### src/rtl/fp16_to_fixed_converter_if.sv
// ---------------------------------------------------------------------------
// fp16_to_fixed_converter_if
// Handshake bundle for the FP16 -> fixed-point converter.
//   in_valid  : producer has an FP16 word on in_data
//   in_ready  : converter accepts in_data this cycle
//   in_data   : FP16 operand (sign, 5-bit exponent, 10-bit fraction)
//   out_valid : out_data/out_flags carry a result
//   out_ready : consumer accepts the result this cycle
//   out_data  : signed fixed-point result, OUT_W bits
//   out_flags : {nan_inf, sat, uflow}
// Modports: master = producer/consumer side, slave = converter side.
// OUT_W must match the converter's OUT_W parameter.
// ---------------------------------------------------------------------------
interface fp16_to_fixed_converter_if #(
   parameter int OUT_W = 32
);
   logic             in_valid;
   logic             in_ready;
   logic [15:0]      in_data;
   logic             out_valid;
   logic             out_ready;
   logic [OUT_W-1:0] out_data;
   logic [2:0]       out_flags;

   modport master (
      output in_valid, in_data, out_ready,
      input  in_ready, out_valid, out_data, out_flags
   );

   modport slave (
      input  in_valid, in_data, out_ready,
      output in_ready, out_valid, out_data, out_flags
   );
endinterface

### src/rtl/fp16_to_fixed_converter.sv
// ---------------------------------------------------------------------------
// fp16_to_fixed_converter
// Converts IEEE-754 half-precision words into signed two's-complement
// fixed point with FRAC_W fractional bits, in a two-stage pipeline:
//   stage 1 : unpack and shift the mantissa into place
//   stage 2 : optional rounding, saturation, sign application, flags
// Ports:
//   clk : clock, rising edge
//   rst : synchronous, active-low reset
//   bus : fp16_to_fixed_converter_if.slave (valid/ready in and out)
// Optional build macro FP2FX_ROUND_EN: round half away from zero on the
// magnitude using the first discarded bit; undefined = truncate toward 0.
// ---------------------------------------------------------------------------
module fp16_to_fixed_converter #(
   parameter int OUT_W  = 32,
   parameter int FRAC_W = 16
) (
   input logic                      clk,
   input logic                      rst,
   fp16_to_fixed_converter_if.slave bus
);
   // Wide enough that the largest left shift never wraps.
   localparam int MAG_W = OUT_W + 12;

   localparam logic [MAG_W-1:0] POS_LIM = (MAG_W'(1) << (OUT_W - 1)) - MAG_W'(1);
   localparam logic [MAG_W-1:0] NEG_LIM = MAG_W'(1) << (OUT_W - 1);
   localparam logic [OUT_W-1:0] MAX_POS = {1'b0, {(OUT_W-1){1'b1}}};
   localparam logic [OUT_W-1:0] MIN_NEG = {1'b1, {(OUT_W-1){1'b0}}};

   localparam logic [2:0] FLAG_NAN_INF = 3'b100;
   localparam logic [2:0] FLAG_SAT     = 3'b010;
   localparam logic [2:0] FLAG_UFLOW   = 3'b001;

   // Single enable for both stages: bubbles travel with the data.
   logic en;
   assign en           = ~bus.out_valid | bus.out_ready;
   assign bus.in_ready = en;

   // ---------------- stage 1: unpack / shift ----------------
   logic             s1_valid_q;
   logic             s1_sign_q,    s1_sign_d;
   logic [MAG_W-1:0] s1_mag_q,     s1_mag_d;
   logic             s1_nan_inf_q, s1_nan_inf_d;
   logic             s1_zero_q,    s1_zero_d;
   logic             s1_sub_q,     s1_sub_d;
   logic             s1_guard_q,   s1_guard_d;

   logic [4:0]       exp_w;
   logic [9:0]       frac_w;
   logic [MAG_W-1:0] mant_ext;
   int               sh;
`ifdef FP2FX_ROUND_EN
   logic [MAG_W-1:0] guard_vec;
`endif

   always_comb begin
      s1_sign_d    = bus.in_data[15];
      exp_w        = bus.in_data[14:10];
      frac_w       = bus.in_data[9:0];
      mant_ext     = {{(MAG_W-11){1'b0}}, 1'b1, frac_w};
      sh           = int'(exp_w) - 25 + FRAC_W;
      s1_nan_inf_d = (exp_w == 5'd31);
      s1_zero_d    = (exp_w == 5'd0);
      s1_sub_d     = (exp_w == 5'd0) && (frac_w != 10'd0);
      if (sh >= 0) begin
         s1_mag_d = mant_ext << sh;
      end else begin
         s1_mag_d = mant_ext >> (-sh);
      end
      s1_guard_d = 1'b0;
`ifdef FP2FX_ROUND_EN
      // Guard is the most significant bit dropped by the right shift.
      guard_vec = '0;
      if (sh < 0) begin
         guard_vec  = mant_ext >> (-sh - 1);
         s1_guard_d = guard_vec[0];
      end
`endif
   end

   always_ff @(posedge clk) begin
      if (!rst) begin
         s1_valid_q   <= 1'b0;
         s1_sign_q    <= 1'b0;
         s1_mag_q     <= '0;
         s1_nan_inf_q <= 1'b0;
         s1_zero_q    <= 1'b0;
         s1_sub_q     <= 1'b0;
         s1_guard_q   <= 1'b0;
      end else if (en) begin
         s1_valid_q   <= bus.in_valid;
         s1_sign_q    <= s1_sign_d;
         s1_mag_q     <= s1_mag_d;
         s1_nan_inf_q <= s1_nan_inf_d;
         s1_zero_q    <= s1_zero_d;
         s1_sub_q     <= s1_sub_d;
         s1_guard_q   <= s1_guard_d;
      end
   end

   // ---------------- stage 2: round / saturate / sign ----------------
   logic             out_valid_q;
   logic [OUT_W-1:0] out_data_q,  out_data_d;
   logic [2:0]       out_flags_q, out_flags_d;
   logic [MAG_W-1:0] rmag;

   always_comb begin
`ifdef FP2FX_ROUND_EN
      rmag = s1_mag_q + {{(MAG_W-1){1'b0}}, s1_guard_q};
`else
      rmag = s1_mag_q;
`endif
      out_data_d  = '0;
      out_flags_d = '0;
      // Priority order gives mutually exclusive flags: nan_inf > sat > uflow.
      if (s1_nan_inf_q) begin
         out_data_d  = s1_sign_q ? MIN_NEG : MAX_POS;
         out_flags_d = FLAG_NAN_INF;
      end else if (s1_zero_q) begin
         out_flags_d = s1_sub_q ? FLAG_UFLOW : 3'b000;
      end else if (!s1_sign_q && (rmag > POS_LIM)) begin
         out_data_d  = MAX_POS;
         out_flags_d = FLAG_SAT;
      end else if (s1_sign_q && (rmag > NEG_LIM)) begin
         out_data_d  = MIN_NEG;
         out_flags_d = FLAG_SAT;
      end else if (rmag == '0) begin
         out_flags_d = FLAG_UFLOW;
      end else begin
         // Magnitude exactly 2^(OUT_W-1) with s=1 negates to MIN_NEG.
         out_data_d = s1_sign_q ? (OUT_W'(0) - rmag[OUT_W-1:0]) : rmag[OUT_W-1:0];
      end
   end

   always_ff @(posedge clk) begin
      if (!rst) begin
         out_valid_q <= 1'b0;
         out_data_q  <= '0;
         out_flags_q <= '0;
      end else if (en) begin
         out_valid_q <= s1_valid_q;
         // Keep the last result visible across bubbles.
         if (s1_valid_q) begin
            out_data_q  <= out_data_d;
            out_flags_q <= out_flags_d;
         end
      end
   end

   assign bus.out_valid = out_valid_q;
   assign bus.out_data  = out_data_q;
   assign bus.out_flags = out_flags_q;

endmodule
### src/flat_wrapper.sv
// flat-port wrapper written by rule: the top's interface ports become plain ports
module fp16_to_fixed_converter_flat 
#(
   parameter int OUT_W  = 32,
   parameter int FRAC_W = 16
)
  (clk, rst, bus_in_valid, bus_in_data, bus_out_ready, bus_in_ready, bus_out_valid, bus_out_data, bus_out_flags);
  fp16_to_fixed_converter_if #(.OUT_W(OUT_W)) bus_i ();
  input logic clk;
  input logic rst;
  input wire logic [$bits(bus_i.in_valid)-1:0] bus_in_valid;
  input wire logic [$bits(bus_i.in_data)-1:0] bus_in_data;
  input wire logic [$bits(bus_i.out_ready)-1:0] bus_out_ready;
  output wire logic [$bits(bus_i.in_ready)-1:0] bus_in_ready;
  output wire logic [$bits(bus_i.out_valid)-1:0] bus_out_valid;
  output wire logic [$bits(bus_i.out_data)-1:0] bus_out_data;
  output wire logic [$bits(bus_i.out_flags)-1:0] bus_out_flags;
  assign bus_i.in_valid = bus_in_valid;
  assign bus_i.in_data = bus_in_data;
  assign bus_i.out_ready = bus_out_ready;
  assign bus_in_ready = bus_i.in_ready;
  assign bus_out_valid = bus_i.out_valid;
  assign bus_out_data = bus_i.out_data;
  assign bus_out_flags = bus_i.out_flags;
  fp16_to_fixed_converter #(.OUT_W(OUT_W), .FRAC_W(FRAC_W)) u_core (.clk(clk), .rst(rst), .bus(bus_i));
endmodule
### config.mk
export PLATFORM = sky130hd
export DESIGN_NAME = fp16_to_fixed_converter_flat
export DESIGN_NICKNAME = d
export VERILOG_FILES = /design/src/rtl/fp16_to_fixed_converter_if.sv /design/src/rtl/fp16_to_fixed_converter.sv /design/src/flat_wrapper.sv
export SDC_FILE = /design/constraint.sdc
export NUM_CORES = 1
export LEC_CHECK = 0
export BUFFER_PORTS_ARGS = -buffer_cell sky130_fd_sc_hd__buf_2
export CAP_MARGIN = 20
export CORE_MARGIN = 1
export CORE_UTILIZATION = 43
export DETAILED_ROUTE_END_ITERATION = 6
export SETUP_SLACK_MARGIN = 0.5
export SYNTH_ARGS = -nofsm -noshare
export SYNTH_HDL_FRONTEND = slang
export SYNTH_SLANG_ARGS = --single-unit
### constraint.sdc
create_clock -name clk -period 6.3 [get_ports clk]
set_input_delay 0.945 -clock clk [delete_from_list [all_inputs] [get_ports clk]]
set_output_delay 0.945 -clock clk [all_outputs]
set_load 0.005 [all_outputs]
==> impl_metrics.env, run 1 <==
export IMPL_timing_setup_tns_ps=0
export IMPL_yosys_area_share_xor_xnor=0.0325
export IMPL_setup_ws_ps=952
export IMPL_fin_hold_ws_ps=451
export IMPL_crit_path_start_kind="input pin"
export IMPL_numCtsBuffers=9
export IMPL_final_net_count=806
export IMPL_vdd_ir_drop_max_mv=0.117
export IMPL_largest_net_degree_at_the_start_of_global_routing=43
export IMPL_io_buffers=56
export IMPL_route_vias_total=5838
export IMPL_die_area_um2=13600
export IMPL_initial_utilization=0.445
export IMPL_synth_compound_area_frac=0.275
export IMPL_critical_path_endpoint_type="flop"
export IMPL_cts_htree_levels=3
export IMPL_max_cap_violations=0
export IMPL_yosys_register_bits=85
export IMPL_unrepaired_setup_endpoints_after_global_routing="no"
export IMPL_cts_hold_repair_buffers=0
export IMPL_drt_iter0_markers=547
export IMPL_fp_dieW_um=117
export IMPL_cts_tree="done"
export IMPL_clk_pin_slew_worst_setup_hold_paths_ps=60
export IMPL_fraction_of_layout_cells_with_a_size_suffix_above_1=0.155
export IMPL_clock_insertion_delay_worst_skew_ps=350
export IMPL_drt_antenna_violating_nets=0
export IMPL_weighted_congestion_at_the_end_of_routability_driven_global_placement=0.968
export IMPL_routed_via_density=6.14
export IMPL_setup_violations_final=0
export IMPL_synth_warnings=0
export IMPL_cts_resized=0
export IMPL_cp_max_fo=34
export IMPL_clock_sinks=85
export IMPL_synth_edf_count=0
export IMPL_cp_cell_sequence="buf_2 > inv_1 > ha_1 > nor3b_1 > a211o_1 > inv_1 > nand2_1 > nor3_1 > and2_1 > ha_1 > nand4_1 > or4_1 > o32ai_1 > and3_1 > and3_4 > a211oi_2 > a2111oi_2"
export IMPL_grt_pass1_wl_um=28800
export IMPL_critical_path_n_buffers_inverters=3
export IMPL_drc_errors=0
export IMPL_globalRouteTotalUtil=0.280
export IMPL_placed_instance_area_um2=6030
export IMPL_outcome="complete, no violations"
export IMPL_routed_wl_um=18400
export IMPL_synth_simple_area_share=0.231
export IMPL_synth_mux_area_frac=0.0822
export IMPL_finish_cell_count_without_fillers=951
export IMPL_vias_in_the_first_global_route=5306
export IMPL_antenna_found_initial=0
export IMPL_crit_family="simple AND/OR/NAND/NOR gates"
export IMPL_floorplan_die_height_um=117
export IMPL_globalRoute_totalOverflow=0
export IMPL_finalMaxSlewViolations=0
export IMPL_row_count=41
export IMPL_syn_area_per_cell_um2=7.59
export IMPL_async_flop_share=0
export IMPL_diodes=0
export IMPL_timing_slew_headroom=0.237
export IMPL_layout_cell_area_non_filler_um2=6350
export IMPL_design_portCount=57
export IMPL_mappedNetlistNets=778
export IMPL_postCtsSetupRepairBufs=0
export IMPL_criticalPathCategory="input pin to flop"
export IMPL_report_final_hold_viol_count=0
export IMPL_area_growth_synth_to_final_pct=12.3
export IMPL_peak_freq_ghz=0.187
export IMPL_required_ps=6550
export IMPL_core_area_um2=12700
export IMPL_clock_tree_root_cell="sky130_fd_sc_hd__clkbuf_16"
export IMPL_power_density_nw_per_um2=252
export IMPL_worst_path_max_delay_cell="sky130_fd_sc_hd__buf_2"
export IMPL_synth_yosys_seq_area_share=0.301
export IMPL_netlist_cell_types=67
export IMPL_layout_cells_most_common_list="sky130_fd_sc_hd__nor2_1 (97), sky130_fd_sc_hd__dfxtp_1 (85), sky130_fd_sc_hd__o21ai_0 (78), sky130_fd_sc_hd__a21oi_1 (68), sky130_fd_sc_hd__nand2_1 (66)"
export IMPL_dpl_worst_slack_ps=636
export IMPL_cpPeakStageDelay_ps=550
export IMPL_period_share=0.849
export IMPL_synth_top_family_by_area="compound AO/OA/AOI/OAI gates"
export IMPL_postSynth_topFlopCell="sky130_fd_sc_hd__dfxtp_1"
export IMPL_min_period_ps=5350
export IMPL_place_hpwl_um=13700
export IMPL_hold_path_class="flop to flop"
export IMPL_finalClockSkew_ps=12.0
export IMPL_cp_data_arrival_time_ps=5590
export IMPL_drt_first_pass_iters=5
export IMPL_synthesis_instances=746
export IMPL_placed_cells_incl_taps=932
export IMPL_worstMarginPinSlew_ps=1130
export IMPL_mostFrequentLayoutCell="sky130_fd_sc_hd__nor2_1"
export IMPL_synth_area_um2=5660
export IMPL_routed_length_per_instance_um=19.4
export IMPL_post_synth_fa_ha_maj_area_fraction=0.0279
export IMPL_cts_path_max_buffers=2
export IMPL_power_leakage_uw=0.00252
report_power, final:
| part | internal [uW] | leakage, uW | switching [uW] | total [uW] |
|---|---|---|---|---|
| Combinational | 176 | 0.00170 | 331 | 507 |
| Clock | 280 | 0.000133 | 232 | 512 |
| Sequential | 566 | 0.000692 | 19.5 | 585 |
worst paths after layout:
kind,from,end,slack [ps],cells after the start
worst max-delay path,bus_in_data[10],u_core.rmag[0],950,17
worst min-delay path,u_core.bus.out_flags[1],u_core.bus.out_flags[1],450,2
worst max register to register,u_core.rmag[24],u_core.bus.out_data[21],2890,7
worst min register to register,u_core.bus.out_flags[1],u_core.bus.out_flags[1],450,2
registers in the layout (all words and copies together), names as in the netlist:
signal	count
u_core.bus.out_flags	3
u_core.rmag	44
u_core.s1_sign_q	1
u_core.s1_zero_q	1
u_core.bus.out_valid	1
u_core.s1_nan_inf_q	1
u_core.s1_valid_q	1
u_core.bus.out_data	32
u_core.s1_sub_q	1
routing by layer:
metal / track usage / vias to the layer above / wire length [um]
met5: 0 / - / 0
met3: 0.0535 / 35 / 1130
met1: 0.363 / 2766 / 8280
met4: 0.129 / 0 / 571
li1: - / 2823 / -
met2: 0.449 / 214 / 8430
tightest hold or removal path, delay by kind of cell, from the launching register on:
| family | cells | cell delay (ps) |
|---|---|---|
| simple gates | 1 | 50 |
| compound gates | 1 | 50 |
| flops | 1 | 310 |
cells by family (layout without fill, tap and decap cells):
group,after synthesis,in the layout
flip-flops,85,85
buffers and inverters,71,104
XOR/XNOR,21,21
multiplexers,37,37
adder cells (fa/ha/maj),12,12
AO/OA/AOI/OAI,243,243
AND/OR/NAND/NOR,277,277
synthesized netlist by cell type (4+ instances only):
library cell	instances	area, um^2
sky130_fd_sc_hd__nand4_1	10	62.6
sky130_fd_sc_hd__nor3_1	24	120
sky130_fd_sc_hd__o22a_1	4	35.0
sky130_fd_sc_hd__a22oi_1	6	45.0
sky130_fd_sc_hd__a221oi_1	14	123
sky130_fd_sc_hd__a211oi_1	8	60.1
sky130_fd_sc_hd__o21ai_0	79	395
sky130_fd_sc_hd__nand3_1	18	90.1
sky130_fd_sc_hd__nand2_1	66	248
sky130_fd_sc_hd__and2_1	7	43.8
sky130_fd_sc_hd__xnor2_1	13	114
sky130_fd_sc_hd__mux2_2	16	180
sky130_fd_sc_hd__buf_1	9	33.8
sky130_fd_sc_hd__mux4_2	6	135
sky130_fd_sc_hd__a21oi_1	68	340
sky130_fd_sc_hd__buf_2	5	25.0
sky130_fd_sc_hd__xor2_1	8	70.1
sky130_fd_sc_hd__o221ai_1	4	35.0
sky130_fd_sc_hd__or3_1	6	37.5
sky130_fd_sc_hd__a31oi_1	8	50.1
sky130_fd_sc_hd__nor2_1	97	364
sky130_fd_sc_hd__nor4_1	14	87.6
sky130_fd_sc_hd__inv_1	15	56.3
sky130_fd_sc_hd__or4_1	9	67.6
sky130_fd_sc_hd__a32o_1	4	40.0
sky130_fd_sc_hd__and3_1	6	37.5
sky130_fd_sc_hd__nor2b_1	4	25.0
sky130_fd_sc_hd__a22o_1	6	52.6
sky130_fd_sc_hd__mux2i_1	15	150
sky130_fd_sc_hd__dfxtp_1	85	1700
sky130_fd_sc_hd__ha_1	11	138
sky130_fd_sc_hd__o31ai_1	6	45.0
sky130_fd_sc_hd__nand2b_1	8	50.1
sky130_fd_sc_hd__clkbuf_1	39	146
final cells by class:
| type | instances | area, um^2 |
|---|---|---|
| fill | 1294 | 6370 |
| sequential | 85 | 1700 |
| timing repair buffer | 72 | 415 |
| clock buffer | 10 | 239 |
| clock inverter | 6 | 47.5 |
| inverter | 16 | 60.1 |
| tap | 172 | 215 |
| multi-input combinational | 590 | 3680 |
per-stage QoR:
stage,total power (uW),utilization
floorplan,944,-
global placement,1080,0.474
detailed placement,1090,0.474
CTS,1600,0.497
global route,1690,0.500
finish,1600,0.500
Note: power is estimated with default switching activity, not from simulation.
==> run 2: changes to the inputs <==
--- a/config.mk
+++ b/config.mk
@@ -5,6 +5,7 @@
 export SDC_FILE = /design/constraint.sdc
 export NUM_CORES = 1
 export LEC_CHECK = 0
+export ABC_AREA = 1
 export BUFFER_PORTS_ARGS = -buffer_cell sky130_fd_sc_hd__buf_2
 export CAP_MARGIN = 20
 export CORE_MARGIN = 1
==> constraint.sdc (replaced) <==
create_clock -name clk -period 5.5 [get_ports clk]
set_input_delay 0.825 -clock clk [delete_from_list [all_inputs] [get_ports clk]]
set_output_delay 0.825 -clock clk [all_outputs]
set_load 0.005 [all_outputs]
==> run 2 against run 1 <==
Compared with the run above:
- die area grew 7.7%
- sequential cell count is the same
- non-clock buffer count is 7 lower
- power increased by 24%
- register-to-register slack got worse by 30 ps
- worst setup slack improved by 420 ps
- clock skew fell by 3.5 ps
- worst hold slack gained 16 ps
- synthesized cell count rose by 36%
- area after synthesis is 7.8% higher
- design area rose by 6.4%
- clock power rose by 30%
- critical path type unchanged
- largest cell class unchanged
==> impl_metrics.env, run 2 <==
export IMPL_most_frequently_used_cell_type_in_the_post_synthesis_netlist="sky130_fd_sc_hd__nand2_1"
export IMPL_cp_data_arrival_time_ps=4400
export IMPL_crit_family="simple AND/OR/NAND/NOR gates"
export IMPL_postCtsSetupRepairBufs=0
export IMPL_yosys_register_bits=85
export IMPL_initial_utilization=0.440
export IMPL_routed_wl_um=18700
export IMPL_floorplan_die_height_um=121
export IMPL_min_period_ps=4120
export IMPL_finish_cell_count_without_fillers=1222
export IMPL_synth_top_cell_area_share=0.279
export IMPL_power_switching_uw=727
export IMPL_worst_hold_path_num_cells=2
export IMPL_cts_hold_repair_buffers=0
export IMPL_pwr_share_comb=0.323
export IMPL_synth_area_um2=6100
export IMPL_numCtsBuffers=9
export IMPL_clock_tree_root_cell="sky130_fd_sc_hd__clkbuf_16"
export IMPL_worstMarginPinSlew_ps=982
export IMPL_number_of_flip_flops_under_the_largest_register_name=44
export IMPL_vdd_ir_drop_max_mv=0.135
export IMPL_critical_path_endpoint_type="flop"
export IMPL_timing_setup_tns_ps=0
export IMPL_diodes=0
export IMPL_routed_length_per_instance_um=15.3
export IMPL_report_final_hold_viol_count=0
export IMPL_area_growth_synth_to_final_pct=10.8
export IMPL_cts_tree="done"
export IMPL_postSynth_topFlopCell="sky130_fd_sc_hd__dfxtp_1"
export IMPL_r2r_end="u_core.bus.out_data[24]"
export IMPL_setup_violations_final=0
export IMPL_seq_power_share=0.342
export IMPL_power_leakage_uw=0.00319
export IMPL_row_count=43
export IMPL_largest_net_degree_at_the_start_of_global_routing=49
export IMPL_cpPeakStageDelay_ps=530
export IMPL_die_area_um2=14700
export IMPL_synth_edf_count=0
export IMPL_ranking_of_synthesized_cells_by_instance_count="sky130_fd_sc_hd__nand2_1 (315), sky130_fd_sc_hd__nor2_1 (100), sky130_fd_sc_hd__o21ai_0 (100), sky130_fd_sc_hd__a21oi_1 (86), sky130_fd_sc_hd__dfxtp_1 (85)"
export IMPL_globalRouteTotalUtil=0.264
export IMPL_fin_hold_ws_ps=467
export IMPL_finalMaxSlewViolations=0
export IMPL_hold_path_class="flop to flop"
export IMPL_cts_path_max_buffers=2
export IMPL_synth_yosys_seq_area_share=0.279
export IMPL_max_cap_violations=0
export IMPL_place_hpwl_um=13900
export IMPL_synth_largest_area_cell="sky130_fd_sc_hd__dfxtp_1"
export IMPL_critical_path_n_buffers_inverters=4
export IMPL_peak_freq_ghz=0.243
export IMPL_syn_area_per_cell_um2=6.03
export IMPL_timing_rr_start="u_core.rmag[1]"
export IMPL_routed_via_density=5.34
export IMPL_n_fill_cell=1518
export IMPL_clock_sinks=85
export IMPL_mostFrequentLayoutCell="sky130_fd_sc_hd__nand2_1"
export IMPL_antenna_found_initial=0
export IMPL_clk_pin_slew_worst_setup_hold_paths_ps=70
export IMPL_fp_dieW_um=121
export IMPL_clock_power_share=0.335
export IMPL_core_area_um2=13900
export IMPL_netlist_cell_types=52
export IMPL_cp_max_fo=15
export IMPL_worst_path_max_delay_cell="sky130_fd_sc_hd__ha_1"
export IMPL_finalClockSkew_ps=8.43
export IMPL_grt_pass1_wl_um=30100
export IMPL_cp_cell_sequence="buf_2 > inv_2 > ha_1 > nand2_2 > nand3_1 > nand2_1 > ha_1 > inv_1 > nor2_1 > nand2_2 > inv_1 > ha_1 > nor2_1 > nand3_1 > nor3b_2 > nand3_4 > a21oi_2 > nand3_1 > o21ai_0 > nand2_1 > a21oi_1"
export IMPL_crit_path_start_kind="input pin"
export IMPL_finalCoreUtilization=0.487
export IMPL_async_flop_share=0
export IMPL_route_vias_total=6523
export IMPL_required_ps=5780
export IMPL_cts_resized=0
export IMPL_internal_power_uw=1260
export IMPL_vias_in_the_first_global_route=5845
export IMPL_layout_cells_most_common_list="sky130_fd_sc_hd__nand2_1 (315), sky130_fd_sc_hd__o21ai_0 (100), sky130_fd_sc_hd__nor2_1 (99), sky130_fd_sc_hd__a21oi_1 (85), sky130_fd_sc_hd__dfxtp_1 (85)"
export IMPL_synthesis_instances=1013
export IMPL_drt_iter0_markers=432
export IMPL_globalRoute_totalOverflow=0
export IMPL_worst_min_delay_path_startpoint="u_core.rmag[41]"
export IMPL_placed_cells_incl_taps=1206
export IMPL_drt_first_pass_iters=5
export IMPL_design_portCount=57
export IMPL_drc_errors=0
export IMPL_timing_reg2reg_setup_slack_ps=2860
export IMPL_unrepaired_setup_endpoints_after_global_routing="no"
export IMPL_fraction_of_power_spent_switching_nets=0.366
export IMPL_period_share=0.750
export IMPL_yosys_top_cells_area="sky130_fd_sc_hd__dfxtp_1 (28%), sky130_fd_sc_hd__nand2_1 (19%), sky130_fd_sc_hd__o21ai_0 (8.2%)"
export IMPL_synth_warnings=0
export IMPL_power_density_nw_per_um2=294
export IMPL_drt_antenna_violating_nets=0
export IMPL_clock_insertion_delay_worst_skew_ps=350
export IMPL_outcome="complete, no violations"
export IMPL_final_net_count=1069
export IMPL_weighted_congestion_at_the_end_of_routability_driven_global_placement=0.961
export IMPL_criticalPathCategory="input pin to flop"
export IMPL_timing_slew_headroom=0.344
export IMPL_r2r_worst_path_cells=12
export IMPL_cts_htree_levels=3
export IMPL_mappedNetlistNets=1045
export IMPL_min_to="u_core.rmag[41]"
export IMPL_io_buffers=56
export IMPL_fraction_of_layout_cells_with_a_size_suffix_above_1=0.111
run 2: cell count changes after synthesis, sizes merged, moves of 10 or more:
| cell | before | now |
|---|---|---|
| o21ai | 79 | 105 |
| nand2 | 66 | 320 |
| nor2 | 97 | 107 |
| inv | 15 | 80 |
| a21oi | 68 | 87 |
| nand3 | 18 | 59 |
| a211oi | 10 | 0 |
| mux2 | 16 | 0 |
| or4 | 11 | 0 |
| xor2 | 8 | 18 |
| a221oi | 14 | 2 |
| mux2i | 15 | 1 |
| nor4 | 14 | 3 |
run 2: how the worst max path moves through the flow:
stage	from	end	slack (ps)	cells after the start
floorplan	bus_in_data[10]	u_core.rmag[5]	1660	23
global placement	bus_in_data[10]	u_core.rmag[5]	1210	21
detailed placement	bus_in_data[10]	u_core.rmag[5]	1080	21
CTS	bus_in_data[10]	u_core.rmag[5]	1430	21
global route	bus_in_data[10]	u_core.rmag[5]	980	21
finish	bus_in_data[10]	u_core.rmag[5]	1380	21
run 2: power by group through the flow:
stage | clock network (uW) | registers, uW | logic [uW]
after floorplan | 0 | 691 | 472
after global placement | 0 | 691 | 635
after detailed placement | 0 | 692 | 631
after CTS | 671 | 678 | 636
after global routing | 698 | 683 | 727
final | 666 | 679 | 641
run 2: worst register-to-register path: stages, from the launching register on:
cell and delay [ps]:
sky130_fd_sc_hd__dfxtp_1 310, sky130_fd_sc_hd__inv_1 100, sky130_fd_sc_hd__ha_1 190, sky130_fd_sc_hd__nand3_2 130
sky130_fd_sc_hd__nor2_4 180, sky130_fd_sc_hd__nand3_2 150, sky130_fd_sc_hd__nor2_4 160, sky130_fd_sc_hd__nand3_2 130
sky130_fd_sc_hd__o21ai_4 640, sky130_fd_sc_hd__o21ai_0 280, sky130_fd_sc_hd__nand2_1 120, sky130_fd_sc_hd__nand2_1 70
sky130_fd_sc_hd__a21oi_1 120
run 2: metrics by stage:
step / power, uW / cell area (um^2) / setup WS, ps
after floorplan: 1160 / 6100 / 1660
after detailed placement: 1320 / 6440 / 1080
after global placement: 1330 / 6440 / 1210
after global routing: 2110 / 6760 / 978
after CTS: 1990 / 6760 / 1430
final: 1990 / 6760 / 1380
run 2: layout make-up:
type / instances / area, um^2 / area share
sequential: 85 / 1700 / 0.252
timing repair buffer: 65 / 348 / 0.0515
tap: 180 / 225 / 0.0333
multi-input combinational: 793 / 3860 / 0.571
inverter: 83 / 312 / 0.0461
clock buffer: 11 / 233 / 0.0344
clock inverter: 5 / 83.8 / 0.0124
run 2: routing by layer:
layer,vias up,wire length [um],GRT usage
li1,3368,-,-
met1,2894,8830,0.352
met2,215,8320,0.417
met3,46,1020,0.0409
met4,0,573,0.119
met5,-,0,0
run 2: cells by family (layout without fill, tap and decap cells):
logic type	after synthesis	count (layout)	synth area share
simple gates	531	531	0.369
mux	1	1	0.00164
flops	85	85	0.279
compound gates	223	223	0.197
buf+inv	135	164	0.0902
fa+ha+maj	12	12	0.0258
xor+xnor	26	26	0.0373
==> run 3: changes to the inputs <==
--- a/config.mk
+++ b/config.mk
@@ -5,7 +5,7 @@
 export SDC_FILE = /design/constraint.sdc
 export NUM_CORES = 1
 export LEC_CHECK = 0
-export ABC_AREA = 1
+export ABC_AREA = 0
 export BUFFER_PORTS_ARGS = -buffer_cell sky130_fd_sc_hd__buf_2
 export CAP_MARGIN = 20
 export CORE_MARGIN = 1
==> constraint.sdc (replaced) <==
create_clock -name clk -period 3.65 [get_ports clk]
set_input_delay 0.5475 -clock clk [delete_from_list [all_inputs] [get_ports clk]]
set_output_delay 0.5475 -clock clk [all_outputs]
set_load 0.005 [all_outputs]
==> run 3 against run 2 <==
Compared with the run above:
- combinational power is 49% higher
- sequential cell count stayed put
- critical path depth is 7 lower
- worst setup slack worse by 900 ps
- worst hold slack worse by 20 ps
- power is 49% higher
- sequential share of layout area is 0.39 points lower
- clock skew is 2.6 ps higher
- register-to-register slack worse by 2200 ps
- critical endpoint is now u_core.rmag[10]
- largest cell class unchanged
==> impl_metrics.env, run 3 (same netlist as run 1, synthesis figures left out) <==
export IMPL_outcome="complete, no violations"
export IMPL_critical_path_endpoint_type="flop"
export IMPL_min_to="u_core.s1_sign_q"
export IMPL_place_hpwl_um=13700
export IMPL_diodes=0
export IMPL_largest_net_degree_at_the_start_of_global_routing=41
export IMPL_finalClockSkew_ps=11.1
export IMPL_clock_tree_root_cell="sky130_fd_sc_hd__clkbuf_16"
export IMPL_hold_path_class="input pin to flop"
export IMPL_layout_cells_most_common_list="sky130_fd_sc_hd__nor2_1 (97), sky130_fd_sc_hd__dfxtp_1 (85), sky130_fd_sc_hd__o21ai_0 (78), sky130_fd_sc_hd__a21oi_1 (67), sky130_fd_sc_hd__nand2_1 (63)"
export IMPL_row_count=41
export IMPL_criticalPathCategory="input pin to flop"
export IMPL_min_period_ps=3170
export IMPL_crit_path_start_kind="input pin"
export IMPL_crit_start="bus_in_data[11]"
export IMPL_peak_freq_ghz=0.315
export IMPL_worstMarginPinSlew_ps=870
export IMPL_placed_instance_area_um2=6360
export IMPL_report_power_total_uw=2960
export IMPL_cpPeakStageDelay_ps=490
export IMPL_area_growth_synth_to_final_pct=21.3
export IMPL_report_final_hold_viol_count=0
export IMPL_design_portCount=57
export IMPL_worst_hold_path_num_cells=3
export IMPL_routed_length_per_instance_um=18.7
export IMPL_worst_path_max_delay_cell="sky130_fd_sc_hd__or4_4"
export IMPL_fin_hold_ws_ps=447
export IMPL_placed_cells_incl_taps=967
export IMPL_max_cap_violations=0
export IMPL_timing_rr_start="u_core.rmag[17]"
export IMPL_cp_max_fo=5
export IMPL_timing_reg2reg_setup_slack_ps=690
export IMPL_mostFrequentLayoutCell="sky130_fd_sc_hd__nor2_1"
export IMPL_io_buffers=56
export IMPL_finalMaxSlewViolations=0
export IMPL_core_area_um2=12700
export IMPL_globalRouteTotalUtil=0.280
export IMPL_timing_slew_headroom=0.419
export IMPL_worst_min_delay_path_startpoint="bus_in_data[15]"
export IMPL_initial_utilization=0.445
export IMPL_critical_path_n_buffers_inverters=3
export IMPL_power_density_nw_per_um2=431
export IMPL_cts_tree="done"
export IMPL_unrepaired_setup_endpoints_after_global_routing="yes"
export IMPL_grt_pass1_wl_um=29000
export IMPL_cts_hold_repair_buffers=0
export IMPL_cp_data_arrival_time_ps=3450
export IMPL_routed_via_density=6.05
export IMPL_drt_first_pass_iters=5
export IMPL_vdd_ir_drop_max_mv=0.221
export IMPL_drt_iter0_markers=590
export IMPL_cp_cell_sequence="buf_8 > inv_4 > ha_4 > nand2b_1 > a211o_4 > ha_4 > or3b_4 > or4_4 > o32ai_2 > and3_4 > buf_6 > nand3_4 > or2_4 > a21oi_2"
export IMPL_antenna_found_initial=0
export IMPL_cts_path_max_buffers=2
export IMPL_drc_errors=0
export IMPL_n_fill_cell=1275
export IMPL_fp_dieW_um=117
export IMPL_cts_htree_levels=3
export IMPL_crit_family="simple AND/OR/NAND/NOR gates"
export IMPL_layout_cell_area_non_filler_um2=6870
export IMPL_die_area_um2=13600
export IMPL_final_net_count=845
export IMPL_clock_sinks=85
export IMPL_clk_pin_slew_worst_setup_hold_paths_ps=70
export IMPL_worst_path_most_repeated_cell="sky130_fd_sc_hd__ha_4"
export IMPL_numCtsBuffers=9
export IMPL_fraction_of_layout_cells_with_a_size_suffix_above_1=0.224
export IMPL_drt_antenna_violating_nets=0
export IMPL_routed_wl_um=18500
export IMPL_weighted_congestion_at_the_end_of_routability_driven_global_placement=0.972
export IMPL_route_vias_total=5985
export IMPL_number_of_flip_flops_under_the_largest_register_name=44
export IMPL_vias_in_the_first_global_route=5366
export IMPL_clock_insertion_delay_worst_skew_ps=340
export IMPL_r2r_end="u_core.bus.out_data[26]"
export IMPL_r2r_worst_path_cells=8
export IMPL_power_leakage_uw=0.00277
export IMPL_finalCoreUtilization=0.540
export IMPL_required_ps=3930
export IMPL_period_share=0.869
export IMPL_globalRoute_totalOverflow=0
export IMPL_floorplan_die_height_um=117
export IMPL_finish_cell_count_without_fillers=990
export IMPL_setup_violations_final=0
[run 3: area by class of cell]
type                       instances  area [um^2]  area share
clock buffer                      10          229      0.0334
clock inverter                     6         92.6      0.0135
inverter                          16         70.1      0.0102
multi-input combinational        590         3840       0.559
sequential                        85         1700       0.248
tap                              172          215      0.0313
timing repair buffer             111          721       0.105
[run 3: per-stage QoR]
| step | worst slack [ps] | setup TNS [ps] |
|---|---|---|
| 2_1_floorplan | -126 | -396 |
| 4_1_cts | 344 | 0 |
| 3_5_place_dp | -187 | -960 |
| 5_1_grt | 418 | 0 |
| 6_report | 478 | 0 |
| 3_3_place_gp | -47.8 | -47.8 |
[run 3: worst max path at each step]
stage	to	slack, ps	cells after the start
finish	u_core.rmag[10]	480	14
global route	u_core.rmag[0]	420	13
CTS	u_core.rmag[0]	340	13
detailed placement	u_core.rmag[0]	-190	17
global placement	u_core.rmag[0]	-50	17
floorplan	u_core.rmag[0]	-130	21
[run 3: worst register-to-register path, cell delays in order (launching register included)]
cell and delay, ps:
sky130_fd_sc_hd__dfxtp_1 390, sky130_fd_sc_hd__or4_4 590, sky130_fd_sc_hd__nor4_1 360, sky130_fd_sc_hd__nand4_1 340
sky130_fd_sc_hd__and3_1 320, sky130_fd_sc_hd__a211oi_4 270, sky130_fd_sc_hd__buf_4 290, sky130_fd_sc_hd__nor2_1 120
sky130_fd_sc_hd__a211oi_1 200
[run 3: power breakdown]
group          leakage (uW)  internal (uW)  switching [uW]
Sequential         0.000692            977            34.6
Clock              0.000150            605             390
Combinational       0.00193            360             592
[run 3: repair_timing]
action	in CTS	in global routing
buffers inserted	5	1
endpoints found under the setup margin	11	16
gates resized for setup	15	15
pin swaps	11	9
cloned	0	0
[run 3: metal layers]
| layer | track usage | wire (um) | share of wire | vias to the layer above |
|---|---|---|---|---|
| met1 | 0.361 | 8160 | 0.44 | 2807 |
| met3 | 0.0483 | 1030 | 0.056 | 55 |
| li1 | - | - | - | 2889 |
| met5 | 0 | 0 | 0 | - |
| met2 | 0.448 | 8510 | 0.46 | 234 |
| met4 | 0.144 | 820 | 0.044 | 0 |
